$ cat src/rtl/alu_seq_pkg.sv
// alu_seq_pkg: opcodes, FSM states and counter width shared by the ALU sequencer
// and anything else that needs to name ALU operations.
package alu_seq_pkg;
   localparam logic [4:0] OP_ADD  = 5'b00011;
   localparam logic [4:0] OP_SUB  = 5'b00100;
   localparam logic [4:0] OP_AND  = 5'b00101;
   localparam logic [4:0] OP_OR   = 5'b00110;
   localparam logic [4:0] OP_SHR  = 5'b00111;
   localparam logic [4:0] OP_SHRA = 5'b01000;
   localparam logic [4:0] OP_SHL  = 5'b01001;
   localparam logic [4:0] OP_ROR  = 5'b01010;
   localparam logic [4:0] OP_ROL  = 5'b01011;
   localparam logic [4:0] OP_MUL  = 5'b01111;
   localparam logic [4:0] OP_DIV  = 5'b10000;
   localparam logic [4:0] OP_NEG  = 5'b10001;
   localparam logic [4:0] OP_NOT  = 5'b10010;
   localparam int CNT_W = 4;
   typedef enum logic [1:0] {IDLE, EXEC, RESP} state_t;
endpackage

$ cat src/rtl/alu_op_decode.sv
// alu_op_decode: classifies an ALU opcode as legal and/or multi-cycle (MUL/DIV).
module alu_op_decode
   import alu_seq_pkg::*;
(
   input  logic [4:0] opcode,
   output logic       legal,
   output logic       is_muldiv
);
   assign is_muldiv = opcode == OP_MUL || opcode == OP_DIV;
   assign legal = opcode inside {OP_ADD, OP_SUB, OP_AND, OP_OR, OP_SHR, OP_SHRA, OP_SHL,
                                 OP_ROR, OP_ROL, OP_MUL, OP_DIV, OP_NEG, OP_NOT};
endmodule

$ cat src/rtl/alu_op_sequencer.sv
// alu_op_sequencer: one-at-a-time ALU op sequencing with HI/LO capture and held response.
// Define ALU_SEQ_PERF_EN to add the op_count response counter output.
module alu_op_sequencer
   import alu_seq_pkg::*;
#(
   parameter int MULDIV_WAIT = 4
) (
   input  logic        clock,
   input  logic        clear,
`ifdef ALU_SEQ_PERF_EN
   output logic [31:0] op_count,
`endif
   input  logic        req_valid,
   output logic        req_ready,
   input  logic [4:0]  req_opcode,
   input  logic [31:0] req_a,
   input  logic [31:0] req_b,
   output logic [31:0] alu_y,
   output logic [31:0] alu_b,
   output logic [4:0]  alu_control,
   input  logic [63:0] alu_result,
   output logic        rsp_valid,
   input  logic        rsp_ready,
   output logic [31:0] rsp_hi,
   output logic [31:0] rsp_lo,
   output logic        rsp_err
);
   state_t state, state_nx;
   logic [CNT_W-1:0] cnt, cnt_nx;
   logic [4:0] op;
   logic legal, is_muldiv, accept, reject;

   alu_op_decode u_dec (.opcode(req_opcode), .legal(legal), .is_muldiv(is_muldiv));

   assign accept = req_valid && state == IDLE;
   // Errors bypass EXEC entirely so the ALU never sees an illegal code or a zero divisor.
   assign reject = !legal || (req_opcode == OP_DIV && req_b == '0);

   always_comb begin
      state_nx = state;
      cnt_nx = cnt;
      req_ready = state == IDLE;
      rsp_valid = state == RESP;
      alu_control = state == EXEC ? op : 5'b00000;
      case (state)
         IDLE: if (accept) begin
            state_nx = reject ? RESP : EXEC;
            cnt_nx = is_muldiv ? CNT_W'(MULDIV_WAIT - 1) : '0;
         end
         EXEC: begin
            state_nx = cnt == '0 ? RESP : EXEC;
            cnt_nx = cnt - CNT_W'(1);
         end
         default: state_nx = rsp_ready ? IDLE : RESP;
      endcase
   end

   always_ff @(posedge clock) begin
      if (clear) begin
         state <= IDLE;
         cnt <= '0;
         op <= '0;
         alu_y <= '0;
         alu_b <= '0;
         rsp_hi <= '0;
         rsp_lo <= '0;
         rsp_err <= 1'b0;
      end else begin
         state <= state_nx;
         cnt <= cnt_nx;
         if (accept) begin
            op <= req_opcode;
            alu_y <= req_a;
            alu_b <= req_b;
            if (reject) {rsp_err, rsp_hi, rsp_lo} <= {1'b1, 64'b0};
         end
         if (state == EXEC && cnt == '0) {rsp_err, rsp_hi, rsp_lo} <= {1'b0, alu_result};
      end
   end

`ifdef ALU_SEQ_PERF_EN
   always_ff @(posedge clock) begin
      if (clear) op_count <= '0;
      else if (rsp_valid && rsp_ready) op_count <= op_count + 32'd1;
   end
`endif
endmodule

$ cat config.mk
export PLATFORM = sky130hd
export DESIGN_NAME = alu_op_sequencer
export DESIGN_NICKNAME = d
export VERILOG_FILES = /design/src/rtl/alu_seq_pkg.sv /design/src/rtl/alu_op_decode.sv /design/src/rtl/alu_op_sequencer.sv
export SDC_FILE = /design/constraint.sdc
export NUM_CORES = 1
export LEC_CHECK = 0
export BUFFER_PORTS_ARGS = -buffer_cell sky130_fd_sc_hd__buf_4
export CORE_MARGIN = 5
export CORE_UTILIZATION = 35
export DETAILED_ROUTE_END_ITERATION = 7
export PLACE_DENSITY_LB_ADDON = 0.12
export REMOVE_ABC_BUFFERS = 1
export SLEW_MARGIN = 20
export SYNTH_ARGS = -nofsm -noshare
export SYNTH_HDL_FRONTEND = slang
export SYNTH_SLANG_ARGS = --single-unit
$ cat constraint.sdc
create_clock -name clock -period 2.4 [get_ports clock]
set_input_delay 0.24 -clock clock [delete_from_list [all_inputs] [get_ports clock]]
set_output_delay 0.24 -clock clock [all_outputs]
set_load 0.01 [all_outputs]
==> results.py <==
metrics = {
    "synth": {
        "seq_area_frac_synth": 0.515,
        "synth_top_area_cell": "dfxtp_1",
        "synth_top_cell_area_share": 0.515,
        "synth-edff-count": 0,
        "synth-seq-cells": 140,
        "synthDistinctLibCells": 32,
        "yosysWarnings": 0,
        "synth_area_leaders": "dfxtp_1 52%, nand2_1 19%, a21oi_1 7.1%",
        "yosysMostFrequentCell": "nand2_1",
        "async_flop_share": 0,
        "ys.flop_type": "dfxtp_1",
        "avgSynthCellArea_um2": 8.25,
        "netlist_top_cells_count": "271 x nand2_1, 140 x dfxtp_1, 77 x a21oi_1",
        "synthesis.area_um2": 5440,
        "syn_inst": 659,
    },
    "power": {
        "p_total_mw": 5.81,
        "p_per_area_nw_per_um2": 706,
        "p_sw_frac": 0.253,
        "pwr-share-comb": 0.159,
        "p_switching_mw": 1.47,
        "p_leak_nw": 3.57,
        "max-vdd-ir-drop_uv": 429,
        "clkPwrFrac": 0.404,
        "p_int_mw": 4.34,
        "pwr-share-seq": 0.437,
    },
    "run_status": {
        "status": "finished clean",
    },
    "layout": {
        "final_area_um2": 8230,
        "n_antenna_cell": 0,
        "syn_to_final_growth_pct": 51.3,
        "ff_latch_area_um2": 2800,
        "final_util": 0.541,
        "drive_above_1_share": 0.375,
        "n_fill_cell": 1413,
        "nets": 1054,
        "multi_input_area_um2": 2400,
    },
    "place": {
        "portBuffers": 272,
        "placed_area_um2": 7700,
        "hpwl_um": 12600,
        "gp_congestion": 0.798,
    },
    "route": {
        "drt_pre_antenna_iters": 4,
        "wl_um": 17200,
        "ant_nets": 0,
        "num_vias": 5501,
        "wl_per_cell_um": 15.5,
        "via_per_inst": 4.94,
        "drt_iter0_markers": 298,
        "drc_errors": 0,
    },
    "setup_path": {
        "endpoint_kind": "flop",
        "reg2reg_depth": 7,
        "slowest_delay_ns": 0.51,
        "critical_path_required_ns": 2.70,
        "startpoint_type": "flop",
        "worstPathArrival_ns": 2.33,
        "cp_cell_sequence": "inv_1 -> ha_1 -> nor3b_1 -> nor3b_2 -> buf_12 -> nand2_1 -> o31ai_1",
        "cp_max_fo": 64,
        "cp-startpoint": "cnt[0]$_SDFFE_PP0P_",
        "r2r_start": "cnt[0]$_SDFFE_PP0P_",
        "path_class": "reg2reg",
        "crit_slowest_cell": "nor3b_1",
    },
    "timing": {
        "max_freq_mhz": 493,
        "min_period_ns": 2.03,
        "maxSlewHeadroom": 0.580,
        "rsz0062_at_grt": "false",
        "hold_viol": 0,
        "tightest_slew_ns": 0.628,
        "drv_slew": 0,
        "finalCritPeriodShare": 0.845,
        "fin_skew_ns": 0.00573,
        "setup-tns-final_ns": 0,
        "setup_viol": 0,
    },
    "cts": {
        "clk_latency_ns": 0.40,
        "htreeDepth": 4,
        "cts-root-buf": "clkbuf_16",
        "clk_pin_slew_ns": 0.05,
        "post_cts_buffers": 0,
        "clk_path_buf_depth": 2,
        "clock_sinks": 140,
        "ctsResizeCount": 0,
        "cts_tree": "yes",
        "cts_hold_buf": 0,
        "numCtsBuffers": 17,
    },
    "floorplanning": {
        "die_h_um": 135,
        "pin_count": 273,
        "num_rows": 45,
        "fp.dieW_um": 135,
        "initial_core_util": 0.358,
        "dieArea_um2": 18100,
        "core_um2": 15200,
    },
    "global_route": {
        "grt.overflow.total": 0,
        "grt_pass1_wl_um": 27200,
        "antenna_found_initial": 0,
        "grt_usage": 0.185,
        "grt_max_degree": 73,
        "grt_pass1_vias": 5330,
    },
    "min_path": {
        "worstHoldPathCells": 3,
        "min_path_type": "in2reg",
        "min_from": "alu_result[27]",
    },
    "job": {
        "cap_violations": 0,
    },
}
-- final cells by class --
type                       instances  share of cell area
clock buffer                      22              0.0552
clock inverter                     8             0.00867
inverter                           5             0.00228
multi-input combinational        463               0.291
sequential                       140               0.341
tap                              188              0.0286
timing repair buffer             288               0.273
-- kinds of logic (layout without fill, tap and decap cells) --
logic type | count (synthesis) | after routing | share of synthesized area
XOR/XNOR | 1 | 1 | 0.00161
adder cells (fa/ha/maj) | 2 | 2 | 0.00460
flip-flops | 140 | 140 | 0.515
AO/OA/AOI/OAI | 154 | 154 | 0.195
AND/OR/NAND/NOR | 305 | 305 | 0.232
buffers and inverters | 56 | 323 | 0.0497
multiplexers | 1 | 1 | 0.00207
-- critical path, delay by kind of cell, from the launching register on --
family,cells,cell delay [ns]
AO/OA/AOI/OAI,1,0.08
buffers and inverters,2,0.39
adder cells (fa/ha/maj),1,0.15
AND/OR/NAND/NOR,3,0.96
flip-flops,1,0.32
-- through the flow --
| stage | instances | hold WS [ns] | setup WS (ns) |
|---|---|---|---|
| floorplan | 608 | 0.309 | -2.45 |
| global placement | 1084 | 0.433 | 0.403 |
| detailed placement | 1084 | 0.438 | 0.361 |
| CTS | 1114 | 0.00545 | 0.353 |
| global route | 1114 | 0.0149 | 0.199 |
| finish | 1114 | 0.0300 | 0.372 |
-- state kept, by name (all words and copies together) (netlist names) --
name / flops
alu_y: 32
state: 2
rsp_lo: 32
rsp_hi: 32
alu_b: 32
cnt: 4
rsp_err: 1
op: 5
-- routing by layer --
layer  global-route usage  share of wire  vias to the layer above
met4               0.0611          0.018                        0
met2                0.298           0.46                      240
li1                     -              -                     2720
met1                0.222           0.41                     2521
met5                    0              0                        -
met3               0.0801           0.11                       20
-- path summary, 6_finish.rpt --
check	end	slack [ns]
hold reg to reg	alu_b[13]$_SDFFE_PP0P_	0.45
setup reg to reg	rsp_lo[22]$_SDFFE_PP0P_	0.37
setup / recovery	rsp_lo[22]$_SDFFE_PP0P_	0.37
hold / removal	rsp_lo[27]$_SDFFE_PP0P_	0.03
-- power groups by stage --
stage,sequential (mW),clock (mW),combinational (mW)
6_report,2.54,2.35,0.924
3_3_place_gp,2.58,0,0.922
4_1_cts,2.54,2.42,0.936
2_1_floorplan,2.63,0,0.316
5_1_grt,2.56,2.53,1.01
3_5_place_dp,2.59,0,0.935
-- placed cells by master (no fill, tap or decap), drive strengths merged, types with 4 or more instances in the layout --
master / count
nor2: 4
nor4: 10
clkinv: 6
and2: 5
inv: 5
clkbuf: 22
dfxtp: 140
o31ai: 64
a21oi: 77
buf: 288
nand2: 271
(Power assumes the default switching activity.)
